===== src/rtl/oh_arb_pkg.sv =====
// Shared definitions for the OH arbiter family: FSM encoding and the
// index/rotate helpers used by the round-robin picker.
// Helpers operate on MAX_N-wide vectors and take the live requester count n,
// so rotation wraps at n rather than at a power of two.
package oh_arb_pkg;

    localparam int unsigned MAX_N  = 16;
    localparam int unsigned MAX_SW = 4;

    typedef enum logic {
        ST_IDLE   = 1'b0,
        ST_LOCKED = 1'b1
    } arb_state_e;

    // Onehot (or zero) vector to bit index; zero input yields index 0.
    function automatic logic [MAX_SW-1:0] oh_to_idx(input logic [MAX_N-1:0] oh);
        logic [MAX_SW-1:0] idx;
        idx = '0;
        for (int unsigned i = 0; i < MAX_N; i++) begin
            if (oh[i]) idx = idx | MAX_SW'(i);
        end
        return idx;
    endfunction

    // res[i] = vec[(i + sh) mod n]: bit sh lands on position 0.
    function automatic logic [MAX_N-1:0] rot_right(input logic [MAX_N-1:0] vec,
                                                   input logic [MAX_SW-1:0] sh,
                                                   input int unsigned n);
        logic [MAX_N-1:0] res;
        int unsigned      j;
        res = '0;
        for (int unsigned i = 0; i < MAX_N; i++) begin
            j = i + 32'(sh);
            if (j >= n) j = j - n;
            if (i < n) res[i] = vec[MAX_SW'(j)];
        end
        return res;
    endfunction

    // res[(i + sh) mod n] = vec[i]: inverse of rot_right.
    function automatic logic [MAX_N-1:0] rot_left(input logic [MAX_N-1:0] vec,
                                                  input logic [MAX_SW-1:0] sh,
                                                  input int unsigned n);
        logic [MAX_N-1:0] res;
        int unsigned      j;
        res = '0;
        for (int unsigned i = 0; i < MAX_N; i++) begin
            j = i + 32'(sh);
            if (j >= n) j = j - n;
            if (i < n) res[MAX_SW'(j)] = vec[i];
        end
        return res;
    endfunction

endpackage


===== src/rtl/oh_rr_pick.sv =====
// Combinational round-robin picker: first set req bit at or above ptr,
// wrapping at N.
//   req     : request vector
//   ptr     : highest-priority index (must be < N)
//   gnt     : onehot0 grant
//   gnt_idx : index of the granted bit (0 when nothing granted)
//   any     : at least one request present
module oh_rr_pick
    import oh_arb_pkg::*;
#(
    parameter int unsigned N  = 4,
    parameter int unsigned SW = $clog2(N)
)(
    input  logic [N-1:0]  req,
    input  logic [SW-1:0] ptr,
    output logic [N-1:0]  gnt,
    output logic [SW-1:0] gnt_idx,
    output logic          any
);

    logic [MAX_N-1:0] req_rot;
    logic [MAX_N-1:0] gnt_rot;
    logic [MAX_N-1:0] gnt_full;

    // Rotate ptr to bit 0, take lowest set bit, rotate back.
    always_comb begin
        req_rot  = rot_right(MAX_N'(req), MAX_SW'(ptr), N);
        gnt_rot  = req_rot & (~req_rot + MAX_N'(1));
        gnt_full = rot_left(gnt_rot, MAX_SW'(ptr), N);
        gnt      = N'(gnt_full);
        gnt_idx  = SW'(oh_to_idx(gnt_full));
        any      = |req;
    end

endmodule


===== src/rtl/oh_reg_arb.sv =====
// Packet-aware round-robin arbiter feeding one registered output stage.
// A winner keeps the grant until its last beat is accepted; the output
// register refills whenever it is empty or being drained.
//   clk, nreset : clock, async active-low reset
//   in_valid    : per-requester beat valid
//   in_last     : per-requester last beat of packet
//   in_data     : requester i data at [i*DW +: DW]
//   in_ready    : per-requester beat accepted this cycle (onehot0, combinational)
//   out_valid   : output register holds a beat
//   out_last    : registered last flag
//   out_data    : registered data
//   out_src     : index of the requester that produced the beat
//   out_ready   : downstream accepts the beat
module oh_reg_arb
    import oh_arb_pkg::*;
#(
    parameter int unsigned N  = 4,
    parameter int unsigned DW = 32,
    parameter int unsigned SW = $clog2(N)
)(
    input  logic            clk,
    input  logic            nreset,
    input  logic [N-1:0]    in_valid,
    input  logic [N-1:0]    in_last,
    input  logic [N*DW-1:0] in_data,
    output logic [N-1:0]    in_ready,
    output logic            out_valid,
    output logic            out_last,
    output logic [DW-1:0]   out_data,
    output logic [SW-1:0]   out_src,
    input  logic            out_ready
);

    arb_state_e    state_q, state_d;
    logic [SW-1:0] ptr_q, ptr_d;
    logic [SW-1:0] lock_q, lock_d;

    logic          out_valid_d;
    logic          out_last_d;
    logic [DW-1:0] out_data_d;
    logic [SW-1:0] out_src_d;

    logic [N-1:0]  pick_gnt;
    logic [SW-1:0] pick_idx;
    logic          pick_any;

    logic          load_c;
    logic [N-1:0]  grant_c;
    logic          win_valid_c;
    logic [SW-1:0] win_idx_c;
    logic          win_last_c;
    logic [DW-1:0] win_data_c;
    logic          accept_c;

    oh_rr_pick #(.N(N), .SW(SW)) u_pick (
        .req     (in_valid),
        .ptr     (ptr_q),
        .gnt     (pick_gnt),
        .gnt_idx (pick_idx),
        .any     (pick_any)
    );

    // Grant selection and handshake. in_ready is gated by nreset so it
    // drops as soon as reset asserts, not only after the next edge.
    always_comb begin
        load_c      = !out_valid || out_ready;
        grant_c     = (state_q == ST_LOCKED) ? (N'(1) << lock_q) : pick_gnt;
        win_valid_c = (state_q == ST_LOCKED) ? in_valid[lock_q] : pick_any;
        win_idx_c   = (state_q == ST_LOCKED) ? lock_q : pick_idx;
        in_ready    = (load_c && win_valid_c && nreset) ? grant_c : '0;
        accept_c    = |in_ready;
        win_last_c  = in_last[win_idx_c];
        win_data_c  = '0;
        for (int unsigned i = 0; i < N; i++) begin
            if (win_idx_c == SW'(i)) win_data_c = in_data[i*DW +: DW];
        end
    end

    // Next state, pointer and output register contents.
    always_comb begin
        state_d     = state_q;
        ptr_d       = ptr_q;
        lock_d      = lock_q;
        out_valid_d = out_valid;
        out_last_d  = out_last;
        out_data_d  = out_data;
        out_src_d   = out_src;
        if (accept_c) begin
            out_valid_d = 1'b1;
            out_last_d  = win_last_c;
            out_data_d  = win_data_c;
            out_src_d   = win_idx_c;
            if (win_last_c) begin
                state_d = ST_IDLE;
                ptr_d   = (win_idx_c == SW'(N-1)) ? '0 : win_idx_c + SW'(1);
            end else begin
                state_d = ST_LOCKED;
                lock_d  = win_idx_c;
            end
        end else if (load_c) begin
            // Drained with nothing to refill; data is left as is.
            out_valid_d = 1'b0;
        end
    end

    // State and output registers.
    always_ff @(posedge clk or negedge nreset) begin
        if (!nreset) begin
            state_q   <= ST_IDLE;
            ptr_q     <= '0;
            lock_q    <= '0;
            out_valid <= 1'b0;
            out_last  <= 1'b0;
            out_data  <= '0;
            out_src   <= '0;
        end else begin
            state_q   <= state_d;
            ptr_q     <= ptr_d;
            lock_q    <= lock_d;
            out_valid <= out_valid_d;
            out_last  <= out_last_d;
            out_data  <= out_data_d;
            out_src   <= out_src_d;
        end
    end

endmodule

===== config.mk =====
export PLATFORM = sky130hd
export DESIGN_NAME = oh_reg_arb
export DESIGN_NICKNAME = d
export VERILOG_FILES = /design/src/rtl/oh_arb_pkg.sv /design/src/rtl/oh_rr_pick.sv /design/src/rtl/oh_reg_arb.sv
export SDC_FILE = /design/constraint.sdc
export NUM_CORES = 1
export LEC_CHECK = 0
export BUFFER_PORTS_ARGS = -buffer_cell sky130_fd_sc_hd__buf_2
export CAP_MARGIN = 25
export CORE_ASPECT_RATIO = 1.2
export CORE_MARGIN = 2
export CORE_UTILIZATION = 25
export CTS_BUF_LIST = sky130_fd_sc_hd__clkbuf_4
export DETAILED_ROUTE_END_ITERATION = 10
export HOLD_SLACK_MARGIN = 0.03
export PLACE_DENSITY_LB_ADDON = 0.25
export SLEW_MARGIN = 25
export SYNTH_ARGS = -nofsm -noshare
export SYNTH_HDL_FRONTEND = slang
export SYNTH_HIERARCHICAL = 1
export SYNTH_SLANG_ARGS = --single-unit

===== constraint.sdc =====
create_clock -name clk -period 6.9 [get_ports clk]
set_input_delay 1.38 -clock clk [delete_from_list [all_inputs] [get_ports clk]]
set_output_delay 1.38 -clock clk [all_outputs]
set_load 0.1 [all_outputs]

Word-level counts from Yosys, hierarchy flattened --
Cells that the tools add are included.
Word-level totals: output and inout bits 40, bits of input ports 139, register bits after elaboration 41, logic and storage cells 105
Cells by class: reductions and logical operators 14, $lt $le $gt $ge 14, equal/unequal tests 3, mux-type cells 53, add/sub/neg operators 9, bitwise operators 4, shift operators 1
Operators by type and width (number):
- $mux W32 | 4
- $ge A32 B3 Y1 const B | 3
- $bwmux W16 | 3
- $mux W4 | 10
- $lt A4 B5 Y1 const B | 4
- $and A16 B16 Y16 | 1
- $bmux W1 S4 | 4
- $demux W1 S4 | 4
- $ge A4 B1 Y1 const B | 4
- $mux W1 | 16
- $mux W2 | 6
- $mux W3 | 4
- $sub A4 B3 Y4 const B | 3
- $reduce_or A4 Y1 | 2
- $add A2 B2 Y3 const A | 2
- $logic_and A1 B1 Y1 | 6
- $lt A2 B3 Y1 const B | 2
- $add A4 B1 Y4 const B | 1
- $and A4 B4 Y4 | 1
- $bmux W1 S2 | 2
- $eq A2 B2 Y1 const B | 2
- $not A4 Y4 | 1
- $reduce_and A2 Y1 | 2
- $shl A1 B2 Y4 const A | 1
- other kinds (10) | 10

Depth between registers and ports, before layout --
depth in word-level cells 32, depth in mapped cells 18, mapped depth without buffers 15

By module --
The synthesis kept the hierarchy.
Modules (own cells, without submodules):
- oh_reg_arb | sequential area each 1026.0 µm², cells an instance 315, times used 1, area each 2681.3 µm²
- oh_rr_pick | sequential area each 0.0 µm², cells an instance 51, times used 1, area each 495.5 µm²

Least setup slack after synthesis --
No wires, ideal clock.
kind in2out, start point input in_valid[3], end point output in_ready[3], stages 6, arrival 4067 ps, data required time 5520 ps, path slack 1453 ps, buffers on the path 0, cells stage by stage mux4_2 nand4b_1 a22o_2 nor2_1 nand2_1 a21oi_1
Between the ends: longest elaborated chain between the ends 11, elaborated cells on any way between the ends 23, classes of those cells add/sub (1); mux (16); bitwise (3); reduce/logical (3)
Ends and longest elaborated chain:
- start: declaration | line oh_reg_arb.sv:23 | input logic [N-1:0] in_valid,
- $bmux W1 S4 | line oh_arb_pkg.sv:35 | if (i < n) res[i] = vec[MAX_SW'(j)];
- $mux W1 (not written as such) | line oh_arb_pkg.sv:35
- $not A4 Y4 | line oh_rr_pick.sv:28 | gnt_rot = req_rot & (~req_rot + MAX_N'(1));
- $add A4 B1 Y4 | line oh_rr_pick.sv:28
- $and A4 B4 Y4 * | line oh_rr_pick.sv:28
- $and A16 B16 Y16 (no source line)
- $bwmux W16 (2 in series) | line oh_arb_pkg.sv:50 | if (i < n) res[MAX_SW'(j)] = vec[i];
- $bwmux W16 * | line oh_arb_pkg.sv:50
- net pick_gnt[3] | line oh_reg_arb.sv:43 | logic [N-1:0] pick_gnt;
- $mux W4 * | line oh_reg_arb.sv:67 | grant_c = (state_q == ST_LOCKED) ? (N'(1) << lock_q) : pick_gnt;
- $mux W4 * | line oh_reg_arb.sv:70 | in_ready = (load_c && win_valid_c && nreset) ? grant_c : '0;
- end: declaration | line oh_reg_arb.sv:26 | output logic [N-1:0] in_ready,
The timed path passes the listed nets; every way through them passes the cells marked *. The select of a mux whose other input is x is not followed.

Final worst setup path --
Same ends and word-level chain as after synthesis.

==> run summary <==
======================================================================================
Setup fix buffers added after clock tree synthesis                                   0
Routed vias/inst                                                                  4.89
Total count of max-transition violations in the final report                         0
GRT overflow                                                                         0
Worst max-slew margin expressed relative to the limit                            50.5%
Worst min-delay path category                                               reg -> reg
Weighted congestion reported at the end of routability-driven placement          0.851
Post-synth top cells                                                      a21oi_1, nor2_1, dfrtp_1, nor2b_1
Global-route track usage on met2                                                 29.1%
Synth Instances                                                                    366
Most used standard cell by instance count after synthesis                      a21oi_1
Result of the run                                                            completed
Final Skew                                                                   0.0104 ns
Final Hold Vio Count                                                                 0
Clock root cell                                                               clkbuf_4
Number of enable flip-flop cells after synthesis                                     0
Standard cell core area                                                    12600 sq um
HPWL Detailed                                                                  8.16 mm
Kind of end point of the critical path                                    primary output
Filler instances                                                                  1372
Number of cells upsized or downsized after cts                                       0
Top_reg_cell synth                                                             dfrtp_1
Area growth from synthesis to layout                                             33.0%
Post-synthesis async set-or-reset flop share                                      100%
Overall die area                                                           13600 sq um
Arrival time at the worst endpoint                                             3.50 ns
Number of placement rows                                                            45
Biggest area consumer among synthesized cells                                  dfrtp_1
Worst setup path class                                                       in -> out
Final setup fails                                                                    0
Critical path, cell by cell                                               buf_2 > mux4_2 > nand4b_1 > a22o_2 > nor2_1 > nand2_1 > a21oi_1 > buf_2
Total global routing track utilization                                           15.9%
Slowest CP cell                                                                 mux4_2
Most congested layer reported by global routing                                   met2
Largest net degree at the start of global routing                                   74
Maximum level of the CTS H-tree                                                      2
Bufs on Longest Clock Path                                                           2
Average wire per cell in the routed design                                     15.7 um
Total negative slack for setup checks                                             0 ns
Vert. Die Dim                                                                   127 um
Starting DRC count in detailed routing                                             162
Hold-fix buffer count after cts                                                      0
Storage cell area                                                           1030 sq um
TritonRoute pass-1 iters                                                             4
Startpoint type of the worst setup path                                   primary input
Met1 capacity usage during global routing                                        18.4%
Global routing met3 resource utilization                                         3.52%
Largest incremental delay on the critical path                                 0.58 ns
CP Data Required Time                                                          5.52 ns
Multi-input logic area                                                      1980 sq um
Share of the synthesized area in the top cell type                               32.3%
Starting Density                                                                 25.3%
Yosys Warn Count                                                                     6
# DRC                                                                                0
Seq cells post-synth                                                                41
Register area share after synthesis                                              32.3%
Number of maximum-capacitance constraint violations                                  0
Final wirelength                                                               10.8 mm
Share of post-route cells with drive strength above 1                            42.4%
Maximum achievable frequency                                                 0.205 GHz
Number of nets still failing antenna checks after routing                            0
Number of global-route vias before repair                                         3389
Mapped Area                                                                 3180 sq um
Transition time at the pin with the least slew margin                         0.742 ns
TritonCTS Buffers                                                                    5
Final period utilization                                                         70.7%
Chip Width                                                                      107 um
Clk Latency, worst-skew pair                                                   0.36 ns
Via count of the routed design                                                    3363
Clock tree sinks                                                                    41
CTS tree                                                                          done
RSZ-0062 raised after global routing                                                no
Cell occurring most often along the worst timing path                            buf_2
CP top delay family                                                       multiplexers
Final Net Count                                                                    674
Top-Level Pins                                                                     179
Clock slew seen by the registers of the worst setup and hold paths             0.13 ns
Per-instance average area after synthesis                                   8.68 sq um
Net Count, Synth                                                                   517
Register-to-register setup slack                                               2.50 ns
Number of antenna violations at the first check in global routing                    1
Global-route wire length before repair                                         17.1 mm
Area contributors post-synth                                              dfrtp_1, a21oi_1, a221oi_1
Buffer and inverter count on the worst path                                          2
Number of buffers inserted by port buffering                                       178
Count of distinct cell types in the synthesized netlist                             55
Min Tclk post-route                                                            4.88 ns
CP max FO                                                                            8
======================================================================================
## sequential cells by signal (all words and copies together) (netlist names)
name       cells
lock_q         2
out_data      32
state_q        1
out_src        2
out_last       1
out_valid      1
ptr_q          2
## logic make-up (layout without fill, tap and decap cells)
logic type	after synthesis	in the layout	synth area share, %
other	0	1	0
DFF	41	41	32.3
AOI/OAI and AO/OA	128	128	27.3
muxes	16	16	7.52
buffers and inverters	41	198	6.14
and+or+nand+nor	128	128	22.0
adders and majority gates	12	12	4.73
## worst register-to-register path, cell delays in order (launching register included)
cell,delay [ns]
dfrtp_1,0.67
inv_1,0.18
ha_1,0.40
or3_4,0.45
a21oi_2,0.28
a21oi_1,0.16
o22ai_1,0.29
mux2i_4,0.16
inv_4,0.16
ha_1,0.16
buf_4,0.36
nor2b_2,0.08
buf_4,0.26
a221oi_1,0.39
nor3_1,0.09
a21oi_1,0.14
a21oi_1,0.08
## stage by stage
stage               std cells  instance area (sq um)  setup WS [ns]  hold slack [ns]  util (%)
floorplan                 366                   3180           1.45            0.531         -
global placement          680                   4150           2.02            0.473      33.1
detailed placement        680                   4160           1.94            0.480      33.2
CTS                       687                   4210           2.06            0.514      33.5
global route              688                   4220           1.91            0.552      33.6
finish                    688                   4220           2.02            0.506      33.6
## layer usage
layer / share of wire (%) / routed length (um) / vias up
li1: - / - / 1663
met1: 40 / 4340 / 1559
met2: 52 / 5610 / 129
met3: 5.9 / 641 / 12
met4: 2.1 / 226 / 0
met5: 0 / 0 / -
## worst paths after layout
path                         startpoint      endpoint  cells after the start
max                         in_valid[3]   in_ready[3]                      8
min                        out_data[16]  out_data[16]                      1
max reg2reg                    ptr_q[0]  out_data[30]                     16
min reg2reg                out_data[16]  out_data[16]                      1
max in group asynchronous        nreset      ptr_q[0]                      2
min in group asynchronous        nreset  out_data[16]                      2
## final cells by class
class                   count  share of cell area, %
well taps                 164                   4.86
diodes                      1                 0.0592
multi-input cells         284                   47.0
flip-flops and latches     41                   24.3
inverters                   9                  0.859
clock buffers               6                   1.07
clock inverters             1                 0.0889
repair buffers            182                   21.8
## cell usage in the layout (no fill, tap or decap), types with 5 or more instances in the layout
| cell type | count |
|---|---|
| nor2b_1 | 32 |
| nand2_1 | 6 |
| dfrtp_1 | 41 |
| mux2i_1 | 5 |
| a21oi_1 | 70 |
| clkbuf_4 | 6 |
| ha_1 | 10 |
| nor3_1 | 31 |
| buf_2 | 178 |
| a221oi_1 | 31 |
| inv_1 | 8 |
| nor2_1 | 42 |
Power is left out: the tool's default activity adds up to more than one toggle a clock period on the data nets, which glitch-free logic cannot reach.
